==> config.mk <==
export PLATFORM = sky130hd
export DESIGN_NAME = dallanma_cozucu
export DESIGN_NICKNAME = d
export VERILOG_FILES = /design/src/rtl/dallanma_cozucu.sv
export SDC_FILE = /design/constraint.sdc
export NUM_CORES = 1
export LEC_CHECK = 0
export ABC_CLOCK_PERIOD_IN_PS = 12600
export BUFFER_PORTS_ARGS = -buffer_cell sky130_fd_sc_hd__buf_2
export CORE_ASPECT_RATIO = 0.9
export CORE_MARGIN = 5
export CORE_UTILIZATION = 53
export DETAILED_ROUTE_END_ITERATION = 10
export GPL_ROUTABILITY_DRIVEN = 0
export PLACE_DENSITY = 0.75
export SYNTH_ARGS = -nofsm -noshare
export SYNTH_HDL_FRONTEND = slang
export SYNTH_SLANG_ARGS = --single-unit
==> constraint.sdc <==
create_clock -name clk_g -period 12.6 [get_ports clk_g]
set_input_delay 0.63 -clock clk_g [delete_from_list [all_inputs] [get_ports clk_g]]
set_output_delay 0.63 -clock clk_g [all_outputs]
set_load 0.02 [all_outputs]
==> src/rtl/dallanma_cozucu.sv <==
// Branch resolution unit: tracks predicted control-flow instructions in order, checks each
// prediction against the execute outcome, drives the predictor update bus and redirects fetch.
module dallanma_cozucu #(
  parameter int XLEN            = 32,
  parameter int DERINLIK        = 8,
  parameter int TEMIZLE_GECIKME = 2
) (
  input  logic            clk_g,
  input  logic            rst_g,
  input  logic            i_ongoru_gecerli,
  input  logic [XLEN-1:0] i_ongoru_adres,
  input  logic [XLEN-1:0] i_ongoru_buyruk,
  input  logic            i_ongoru_atladi,
  input  logic [XLEN-1:0] i_ongoru_hedef,
  output logic            o_dolu,
  input  logic            i_coz_gecerli,
  input  logic            i_coz_atladi,
  input  logic [XLEN-1:0] i_coz_hedef,
  output logic            o_guncelle_gecerli,
  output logic [XLEN-1:0] o_eski_buyruk,
  output logic [XLEN-1:0] o_eski_buyruk_adresi,
  output logic            o_buyruk_atladi,
  output logic [XLEN-1:0] o_atlanan_adres,
  output logic            o_ongoru_yanlis,
  output logic            o_yonlendir,
  output logic [XLEN-1:0] o_yonlendir_adres,
  output logic            o_tasma,
  output logic [31:0]     o_toplam_sayac,
  output logic [31:0]     o_yanlis_sayac
);

  localparam int AW = $clog2(DERINLIK);
  localparam int TW = $clog2(TEMIZLE_GECIKME + 2);
  localparam logic [AW:0] DOLU_SAYI = (AW+1)'(DERINLIK);
  localparam logic [TW-1:0] GECIKME = TW'(TEMIZLE_GECIKME);

  typedef enum logic {NORMAL, TEMIZLE} durum_t;

  durum_t          r_durum;
  logic [TW-1:0]   r_temizle_sayac;
  logic [AW-1:0]   r_wptr;
  logic [AW-1:0]   r_rptr;
  logic [AW:0]     r_sayi;
  logic [XLEN-1:0] r_adres  [DERINLIK];
  logic [XLEN-1:0] r_buyruk [DERINLIK];
  logic            r_atladi [DERINLIK];
  logic [XLEN-1:0] r_hedef  [DERINLIK];

  logic            w_dolu;
  logic            w_bos;
  logic            w_normal;
  logic            w_pop;
  logic            w_push;
  logic            w_yanlis;
  logic            w_kosullu;
  logic [XLEN-1:0] w_h_adres;
  logic [XLEN-1:0] w_h_buyruk;
  logic            w_h_atladi;
  logic [XLEN-1:0] w_h_hedef;
  logic [XLEN-1:0] w_yon_adres;

  assign w_dolu     = (r_sayi == DOLU_SAYI);
  assign w_bos      = (r_sayi == '0);
  assign w_normal   = (r_durum == NORMAL);
  assign w_h_adres  = r_adres[r_rptr];
  assign w_h_buyruk = r_buyruk[r_rptr];
  assign w_h_atladi = r_atladi[r_rptr];
  assign w_h_hedef  = r_hedef[r_rptr];
  assign w_kosullu  = (w_h_buyruk[6:0] == 7'b1100011);
  assign w_pop      = i_coz_gecerli && w_normal && !w_bos;

  // Conditional branches also compare direction; everything else is judged on target alone.
  assign w_yanlis = w_pop && (w_kosullu ?
                    ((w_h_atladi != i_coz_atladi) || (i_coz_atladi && (w_h_hedef != i_coz_hedef))) :
                    (w_h_hedef != i_coz_hedef));

  // A push at full is only possible when the head leaves in the same cycle; a flush drops it.
  assign w_push = i_ongoru_gecerli && w_normal && (!w_dolu || w_pop) && !w_yanlis;

  assign w_yon_adres = i_coz_atladi ? i_coz_hedef :
                       (w_h_adres + ((w_h_buyruk[1:0] != 2'b11) ? XLEN'(2) : XLEN'(4)));

  assign o_dolu = w_dolu || (r_durum == TEMIZLE);

  always_ff @(posedge clk_g) begin
    if (w_push) begin
      r_adres[r_wptr]  <= i_ongoru_adres;
      r_buyruk[r_wptr] <= i_ongoru_buyruk;
      r_atladi[r_wptr] <= i_ongoru_atladi;
      r_hedef[r_wptr]  <= i_ongoru_hedef;
    end
  end

  always_ff @(posedge clk_g or posedge rst_g) begin
    if (rst_g) begin
      r_durum              <= NORMAL;
      r_temizle_sayac      <= '0;
      r_wptr               <= '0;
      r_rptr               <= '0;
      r_sayi               <= '0;
      o_guncelle_gecerli   <= 1'b0;
      o_eski_buyruk        <= '0;
      o_eski_buyruk_adresi <= '0;
      o_buyruk_atladi      <= 1'b0;
      o_atlanan_adres      <= '0;
      o_ongoru_yanlis      <= 1'b0;
      o_yonlendir          <= 1'b0;
      o_yonlendir_adres    <= '0;
      o_tasma              <= 1'b0;
      o_toplam_sayac       <= '0;
      o_yanlis_sayac       <= '0;
    end else begin
      o_guncelle_gecerli <= w_pop;
      o_ongoru_yanlis    <= w_yanlis;
      o_yonlendir        <= w_yanlis;
      if (w_pop) begin
        o_eski_buyruk        <= w_h_buyruk;
        o_eski_buyruk_adresi <= w_h_adres;
        o_buyruk_atladi      <= i_coz_atladi;
        o_atlanan_adres      <= i_coz_hedef;
        if (o_toplam_sayac != '1) o_toplam_sayac <= o_toplam_sayac + 32'd1;
      end
      if (w_yanlis) begin
        o_yonlendir_adres <= w_yon_adres;
        if (o_yanlis_sayac != '1) o_yanlis_sayac <= o_yanlis_sayac + 32'd1;
      end
      // Overflow only counts in NORMAL; traffic during the flush window is dropped quietly.
      if ((i_ongoru_gecerli && w_normal && w_dolu && !w_pop) ||
          (i_coz_gecerli && w_normal && w_bos))
        o_tasma <= 1'b1;

      case (r_durum)
        NORMAL: begin
          if (w_yanlis) begin
            r_durum         <= TEMIZLE;
            r_temizle_sayac <= GECIKME;
          end
        end
        TEMIZLE: begin
          if (r_temizle_sayac <= TW'(1)) begin
            r_durum         <= NORMAL;
            r_temizle_sayac <= '0;
          end else begin
            r_temizle_sayac <= r_temizle_sayac - TW'(1);
          end
        end
        default: r_durum <= NORMAL;
      endcase

      if (w_yanlis) begin
        r_rptr <= r_wptr;
        r_sayi <= '0;
      end else begin
        if (w_push) r_wptr <= r_wptr + AW'(1);
        if (w_pop)  r_rptr <= r_rptr + AW'(1);
        if (w_push && !w_pop)      r_sayi <= r_sayi + (AW+1)'(1);
        else if (w_pop && !w_push) r_sayi <= r_sayi - (AW+1)'(1);
      end
    end
  end

endmodule

==> flow_summary.json, run 1 <==
{
  "drtPass1Iterations": 5,
  "total_power_uw": 10440,
  "r2r_setup_slack_ns": 5.68,
  "reg2reg_from": "r_rptr[1]",
  "tightest_slew_ns": 1.125,
  "yosysWarnings": 0,
  "port_buffers": 331,
  "max_stage_delay_ns": 0.91,
  "cp_slowest_cell": "dfrtp_4",
  "clkPwrFrac": 0.276,
  "cts_buffer_depth": 3,
  "fin_worst_skew_ns": 0.02860,
  "async_reset_ff_frac": 0.2122,
  "synth_area_per_cell_um2": 17.92,
  "fin_crit_ns": 6.921,
  "cts_sinks": 985,
  "synth_area_um2": 38950,
  "areaGrowthSynthToFinish_pct": 15.60,
  "endpoint_kind": "register",
  "drt_wl_total_um": 96740,
  "synth_fp_nets": 2318,
  "worst_r2r_path_depth": 13,
  "p_sw_uw": 3483,
  "fin_area_um2": 45030,
  "dp_hpwl_um": 61630,
  "placed_cell_area_um2": 41750,
  "p_leak_uw": 0.01678,
  "ys_seq_area_frac": 0.7325,
  "yosys_most_used_dff": "edfxtp_1",
  "final_antenna_net_count": 0,
  "synth.distinct_cells": 59,
  "vias": 21651,
  "synth_cells": 2174,
  "ir_drop_mv": 0.1894,
  "fp-row-count": 94,
  "critPathBufInv": 4,
  "antenna_found_initial": 34,
  "drv_slew": 0,
  "hold_path_class": "in2reg",
  "finalHoldViolations": 0,
  "core-area_um2": 73040,
  "drtIter0Drc": 2102,
  "crit_arrival_ns": 7.20,
  "min_from": "i_coz_hedef[9]",
  "synth-seq-cells": 985,
  "route.detailed.drc": 0,
  "die_area_um2": 79030,
  "start_kind": "register",
  "sw_frac_of_total": 0.3335,
  "seq_area_um2": 28540,
  "seqPwrFrac": 0.413,
  "post_drt_wl_per_cell_um": 26.75,
  "start_util": 0.5333,
  "fill_cells": 5029,
  "grt_pass1_wl_um": 143500,
  "cp_max_fo": 144,
  "fin_nets": 2703,
  "drive_gt1_frac": 0.2879,
  "whs_ns": 0.2350,
  "timing.rr.end": "r_hedef[3][18]",
  "io_pins": 332,
  "rsz0062_at_grt": "false",
  "synth_edf_count": 776,
  "cts_tree": "built",
  "crit_chain": "buf_12 > mux4_2 > mux2i_1 > nor4_1 > nand4_1 > a21oi_1 > nand4b_1 > o211ai_4 > buf_4 > nand2_2 > nor4b_2 > buf_4 > buf_4",
  "fmax_ghz": 0.1445,
  "crit_family": "buffers and inverters",
  "setup_violations": 0,
  "fin_crit_sh": 0.5493,
  "overflow": 0,
  "timing_worst_setup_path_type": "reg2reg",
  "fin_util": 0.6165,
  "die_y_um": 267.2,
  "grt_pass1_vias": 21728,
  "status": "finished, final reports clean",
  "cts_max_level": 3,
  "cts_resized": 0,
  "min_to": "o_atlanan_adres[9]",
  "crit_start": "r_rptr[1]",
  "multi_input_area_um2": 9859,
  "grtUsageTotal": 0.2436,
  "powerDensity_nw_per_um2": 231.9,
  "p_int_uw": 6961,
  "worst_ep_required_time_ns": 12.88,
  "min_path_cells": 3,
  "via_per_inst": 5.988,
  "clk_pin_slew_ns": 0.06,
  "maxCapViolations": 0,
  "insertion_delay_ns": 0.66,
  "comb_power_share": 0.311,
  "crit_top_cell": "buf_4",
  "die_x_um": 295.8,
  "cts_inserted_buffers": 98,
  "grt_max_degree": 145,
  "cts_root_buffer": "clkbuf_16",
  "fin_setup_tns_ns": 0,
  "relSlewSlack": 0.2503
}
sequential cells by signal, summed over array words and instances, names as in the netlist:
register,flops
r_buyruk,256
r_hedef,256
o_eski_buyruk,32
r_sayi,4
r_temizle_sayac,2
o_buyruk_atladi,1
o_tasma,1
r_rptr,3
o_toplam_sayac,32
o_atlanan_adres,32
o_yanlis_sayac,32
r_atladi,8
o_eski_buyruk_adresi,32
r_durum,1
r_adres,256
r_wptr,3
o_guncelle_gecerli,1
o_yonlendir,1
o_yonlendir_adres,32
logic make-up after synthesis:
family	share of synthesized area
AND/OR/NAND/NOR	0.05400
XOR/XNOR	0.02563
multiplexers	0.1447
AO/OA/AOI/OAI	0.02377
buffers and inverters	0.01580
adder cells (fa/ha/maj)	0.003598
flip-flops	0.7325
power by group through the flow:
stage / Sequential [uW] / Combinational, uW / Clock (uW)
final: 4310 / 3250 / 2880
after global routing: 4360 / 3480 / 3080
after CTS: 4310 / 3260 / 2930
after detailed placement: 4370 / 3240 / 0
after global placement: 4350 / 3180 / 0
after floorplan: 4590 / 1960 / 0
metrics by stage:
| stage | std cells | setup slack (ns) |
|---|---|---|
| floorplan | 2174 | -0.7429 |
| global placement | 3418 | 5.898 |
| detailed placement | 3418 | 5.751 |
| CTS | 3603 | 5.699 |
| global route | 3612 | 5.374 |
| finish | 3616 | 5.679 |
cell usage in the layout, fill, tap and decap left out, drive strengths merged, types with 41 or more instances in the layout:
cell type / n
mux2i: 121
xnor2: 51
mux2: 41
dfrtp: 209
clkbuf: 138
buf: 382
nand2: 242
o21ai: 104
edfxtp: 776
mux4: 176
xor2: 63
metal layers:
metal | global-route usage | vias to the layer above | routed length [um] | share of wire
met2 | 0.3828 | 1065 | 46350 | 0.48
met1 | 0.3464 | 11137 | 38100 | 0.39
met3 | 0.06061 | 180 | 9443 | 0.098
li1 | - | 9251 | - | -
met5 | 0 | - | 100 | 0.0010
met4 | 0.07020 | 18 | 2756 | 0.028
area by class of cell:
| class | instances | area share |
|---|---|---|
| Antenna cell | 13 | 0.0007225 |
| Clock buffer | 138 | 0.06119 |
| Clock inverter | 46 | 0.01064 |
| Inverter | 23 | 0.002112 |
| Multi-Input combinational cell | 1068 | 0.2190 |
| Sequential cell | 985 | 0.6339 |
| Tap cell | 960 | 0.02668 |
| Timing Repair Buffer | 383 | 0.04579 |
timing repair:
| item | CTS | global route |
|---|---|---|
| buffers inserted | 0 | 0 |
| hold buffers | 1 | 0 |
| hold endpoints to repair | 6 | 0 |
how the worst max path moves through the flow:
stage	endpoint	slack (ns)	cells after the start
floorplan	r_adres[2][0]	-0.74	10
global placement	r_hedef[3][18]	5.90	13
detailed placement	r_hedef[3][20]	5.75	13
CTS	r_adres[3][11]	5.70	13
global route	r_hedef[0][14]	5.37	13
finish	r_hedef[3][18]	5.68	13
cells in the mapped netlist, types with 5 or more instances:
| cell | number | area [um^2] |
|---|---|---|
| nor2b_1 | 7 | 43.79 |
| buf_1 | 6 | 22.52 |
| and2_1 | 6 | 37.54 |
| edfxtp_1 | 776 | 23300 |
| a22oi_1 | 9 | 67.56 |
| clkbuf_1 | 40 | 150.1 |
| nor4b_1 | 7 | 61.31 |
| o21ai_0 | 101 | 505.5 |
| a22o_1 | 6 | 52.55 |
| mux2_1 | 7 | 78.83 |
| mux2i_1 | 121 | 1211 |
| xnor2_1 | 51 | 446.7 |
| mux4_2 | 176 | 3964 |
| nand4_1 | 14 | 87.58 |
| and4_1 | 8 | 70.07 |
| nand3_1 | 27 | 135.1 |
| nor3_1 | 39 | 195.2 |
| mux2_2 | 34 | 382.9 |
| nand2_1 | 241 | 904.6 |
| xor2_1 | 63 | 551.8 |
| nand2b_1 | 5 | 31.28 |
| buf_2 | 24 | 120.1 |
| dfrtp_1 | 209 | 5230 |
| buf_6 | 7 | 78.83 |
| nor2_1 | 30 | 112.6 |
| nand3b_1 | 7 | 52.55 |
| nor4_1 | 17 | 106.4 |
| and3_1 | 22 | 137.6 |
| inv_1 | 20 | 75.07 |
| ha_1 | 8 | 100.1 |
| buf_4 | 21 | 157.7 |
| a21oi_1 | 14 | 70.07 |
tightest hold or removal path: stages:
cell and delay, ns:
buf_2 0.13, nand2_1 0.06, nand2_1 0.04
Power figures use the tool's default switching activity.
==> inputs of run 2 (changes only) <==
--- a/config.mk
+++ b/config.mk
@@ -5,14 +5,15 @@
 export SDC_FILE = /design/constraint.sdc
 export NUM_CORES = 1
 export LEC_CHECK = 0
-export ABC_CLOCK_PERIOD_IN_PS = 12600
+export ABC_AREA = 1
+export ABC_CLOCK_PERIOD_IN_PS = 6700
 export BUFFER_PORTS_ARGS = -buffer_cell sky130_fd_sc_hd__buf_2
 export CORE_ASPECT_RATIO = 0.9
 export CORE_MARGIN = 5
 export CORE_UTILIZATION = 53
 export DETAILED_ROUTE_END_ITERATION = 10
 export GPL_ROUTABILITY_DRIVEN = 0
-export PLACE_DENSITY = 0.75
+export PLACE_DENSITY = 0.72
 export SYNTH_ARGS = -nofsm -noshare
 export SYNTH_HDL_FRONTEND = slang
 export SYNTH_SLANG_ARGS = --single-unit
==> constraint.sdc (replaced) <==
create_clock -name clk_g -period 6.7 [get_ports clk_g]
set_input_delay 0.335 -clock clk_g [delete_from_list [all_inputs] [get_ports clk_g]]
set_output_delay 0.335 -clock clk_g [all_outputs]
set_load 0.02 [all_outputs]
==> flow_summary.json, run 2 <==
{
  "status": "finished, final reports clean",
  "cts_tree": "built",
  "drt_wl_total_um": 119800,
  "hold_path_class": "in2reg",
  "cts_buffer_depth": 3,
  "yosys.cell_count.top_type": "nand2_1",
  "drive_gt1_frac": 0.1237,
  "die_y_um": 278.0,
  "synth.distinct_cells": 39,
  "comb_power_share": 0.360,
  "drv_slew": 0,
  "fp-row-count": 98,
  "drtIter0Drc": 3776,
  "via_per_inst": 5.629,
  "grt_pass1_vias": 29712,
  "r2r_setup_slack_ns": 1.43,
  "fin_area_um2": 49050,
  "dp.cells": 5295,
  "die_x_um": 307.8,
  "min_from": "i_ongoru_adres[14]",
  "seqPwrFrac": 0.381,
  "cts_max_level": 3,
  "ir_drop_mv": 0.3653,
  "areaGrowthSynthToFinish_pct": 15.96,
  "clkPwrFrac": 0.258,
  "synth_area_per_cell_um2": 10.37,
  "vias": 31473,
  "ctsHoldBuffers": 104,
  "min_path_cells": 1,
  "start_util": 0.5332,
  "synth_area_um2": 42300,
  "worst_ep_required_time_ns": 7.25,
  "timing.rr.end": "o_yonlendir_adres[31]",
  "crit_family": "buffers and inverters",
  "min_to": "r_adres[0][14]",
  "synth_area_leaders": "edfxtp_1 (55%), dfrtp_1 (12%), nand2_1 (11%), nor2_1 (4.3%), nand3_1 (3.4%)",
  "grt_max_degree": 136,
  "core-area_um2": 79330,
  "yosys.area.top_type_share": 0.5509,
  "maxCapViolations": 0,
  "cts_resized": 0,
  "postCtsSetupBuffers": 0,
  "reg2reg_from": "r_rptr[0]",
  "rsz0062_at_grt": "false",
  "tightest_slew_ns": 1.213,
  "grt_pass1_wl_um": 181000,
  "dp_hpwl_um": 73540,
  "yosysWarnings": 0,
  "finalHoldViolations": 0,
  "p_sw_uw": 8640,
  "post_drt_wl_per_cell_um": 21.43,
  "setup_violations": 0,
  "synth_edf_count": 776,
  "final_antenna_net_count": 0,
  "synth_area_leader_cell": "edfxtp_1",
  "powerDensity_nw_per_um2": 436.5,
  "fin_setup_tns_ns": 0,
  "drtPass1Iterations": 6,
  "crit_chain": "buf_4 > buf_4 > o21ai_0 > o22ai_1 > inv_1 > o21ai_0 > inv_1 > fa_1 > inv_1 > nand3_1 > nor2_2 > nand2_1 > nor2_2 > nand2_1 > nand2_1 > nand3_1 > nand4_1 > nand2_1",
  "clk_pin_slew_ns": 0.06,
  "async_reset_ff_frac": 0.2122,
  "setup_slack_ns": 1.425,
  "relSlewSlack": 0.1891,
  "overflow": 0,
  "fmax_ghz": 0.1896,
  "port_buffers": 331,
  "io_pins": 332,
  "start_kind": "register",
  "final_cells": 5591,
  "ys_seq_area_frac": 0.6745,
  "die_area_um2": 85570,
  "fin_worst_skew_ns": 0.03792,
  "p_leak_uw": 0.02048,
  "synth-seq-cells": 985,
  "pre_cts_ws_ns": 1.461,
  "endpoint_kind": "register",
  "cts_root_buffer": "clkbuf_16",
  "fin_nets": 4594,
  "p_int_uw": 12770,
  "cts_sinks": 985,
  "crit_top_cell": "nand2_1",
  "synth_cells": 4081,
  "worst_r2r_path_depth": 18,
  "ys_top_cells_by_count": "nand2_1 (1223), edfxtp_1 (776), nor2_1 (487), nand3_1 (288), inv_1 (281)",
  "insertion_delay_ns": 0.68,
  "cts_inserted_buffers": 99,
  "fin_crit_ns": 5.275,
  "route.detailed.drc": 0,
  "grtUsageTotal": 0.2739,
  "final_common_cell": "nand2_1",
  "sw_frac_of_total": 0.4035,
  "max_stage_delay_ns": 0.78,
  "cp_slowest_cell": "dfrtp_4",
  "synth_fp_nets": 4225,
  "timing_worst_setup_path_type": "reg2reg",
  "crit_arrival_ns": 5.82,
  "fin_util": 0.6183,
  "critPathBufInv": 5,
  "largestRegisters": "r_adres (256), r_buyruk (256), r_hedef (256)",
  "antenna_found_initial": 9,
  "fin_crit_sh": 0.7873,
  "placed_cell_area_um2": 44700,
  "yosys_most_used_dff": "edfxtp_1",
  "cp_max_fo": 75,
  "layout_common_cells": "nand2_1 (1222), edfxtp_1 (776), nor2_1 (479)"
}
## run 2: power by group through the flow
stage | Clock (uW) | Combinational [uW] | Sequential (uW)
floorplan | 0 | 4770 | 8490
global placement | 0 | 7410 | 8250
detailed placement | 0 | 7520 | 8260
CTS | 5590 | 7620 | 8150
global route | 5870 | 8470 | 8230
finish | 5530 | 7710 | 8170
## run 2: routing by layer
layer / wire [um] / GRT usage / up-vias
li1: - / - / 14473
met1: 48850 / 0.3947 / 15116
met2: 54790 / 0.4248 / 1659
met3: 12140 / 0.05212 / 225
met4: 4032 / 0.09305 / 0
met5: 0 / 0 / -
## run 2: metrics by stage
| step | total power, uW | hold WS (ns) |
|---|---|---|
| floorplan | 13260 | 0.4339 |
| global placement | 15650 | 0.4569 |
| detailed placement | 15780 | 0.4606 |
| CTS | 21360 | 0.004596 |
| global route | 22570 | 0.02097 |
| finish | 21410 | 0.02756 |
## run 2: cell families (layout without fill, tap and decap cells)
family / after synthesis / count (layout) / synth area share
XOR/XNOR: 71 / 71 / 0.01470
AO/OA/AOI/OAI: 414 / 414 / 0.05466
other: 0 / 5 / 0
buffers and inverters: 491 / 946 / 0.05067
flip-flops: 985 / 985 / 0.6745
adder cells (fa/ha/maj): 10 / 10 / 0.003313
AND/OR/NAND/NOR: 2109 / 2109 / 0.2019
multiplexers: 1 / 1 / 0.0002662
## run 2: final cells by class
type                            instances  area [um^2]
Multi-Input combinational cell       2605        11700
Timing Repair Buffer                  473         3083
Fill cell                            6281        30280
Antenna cell                            5        12.51
Sequential cell                       985        28540
Clock buffer                          140         2846
Inverter                              286         1101
Tap cell                             1050         1314
Clock inverter                         47        452.9
## run 2: worst reg2reg max path, stage by stage, from the launching register on
cell and delay [ns]:
dfrtp_4 0.78, buf_4 0.73, buf_4 0.79, o21ai_0 0.22, o22ai_1 0.19, inv_1 0.05, o21ai_0 0.41, inv_1 0.17
fa_1 0.47, inv_1 0.11, nand3_1 0.13, nor2_2 0.26, nand2_1 0.18, nor2_2 0.19, nand2_1 0.07, nand2_1 0.06
nand3_1 0.14, nand4_1 0.14, nand2_1 0.06
## run 2: worst max path at each step
stage	startpoint	end	slack [ns]	cells past startpoint
finish	r_rptr[0]	o_yonlendir_adres[31]	1.43	18
global route	r_rptr[0]	r_hedef[0][25]	1.10	19
CTS	r_rptr[1]	r_buyruk[6][26]	1.45	16
detailed placement	r_rptr[1]	r_buyruk[6][30]	1.46	16
global placement	r_rptr[1]	r_buyruk[6][30]	1.55	16
floorplan	r_rptr[0]	r_adres[0][0]	0.14	18
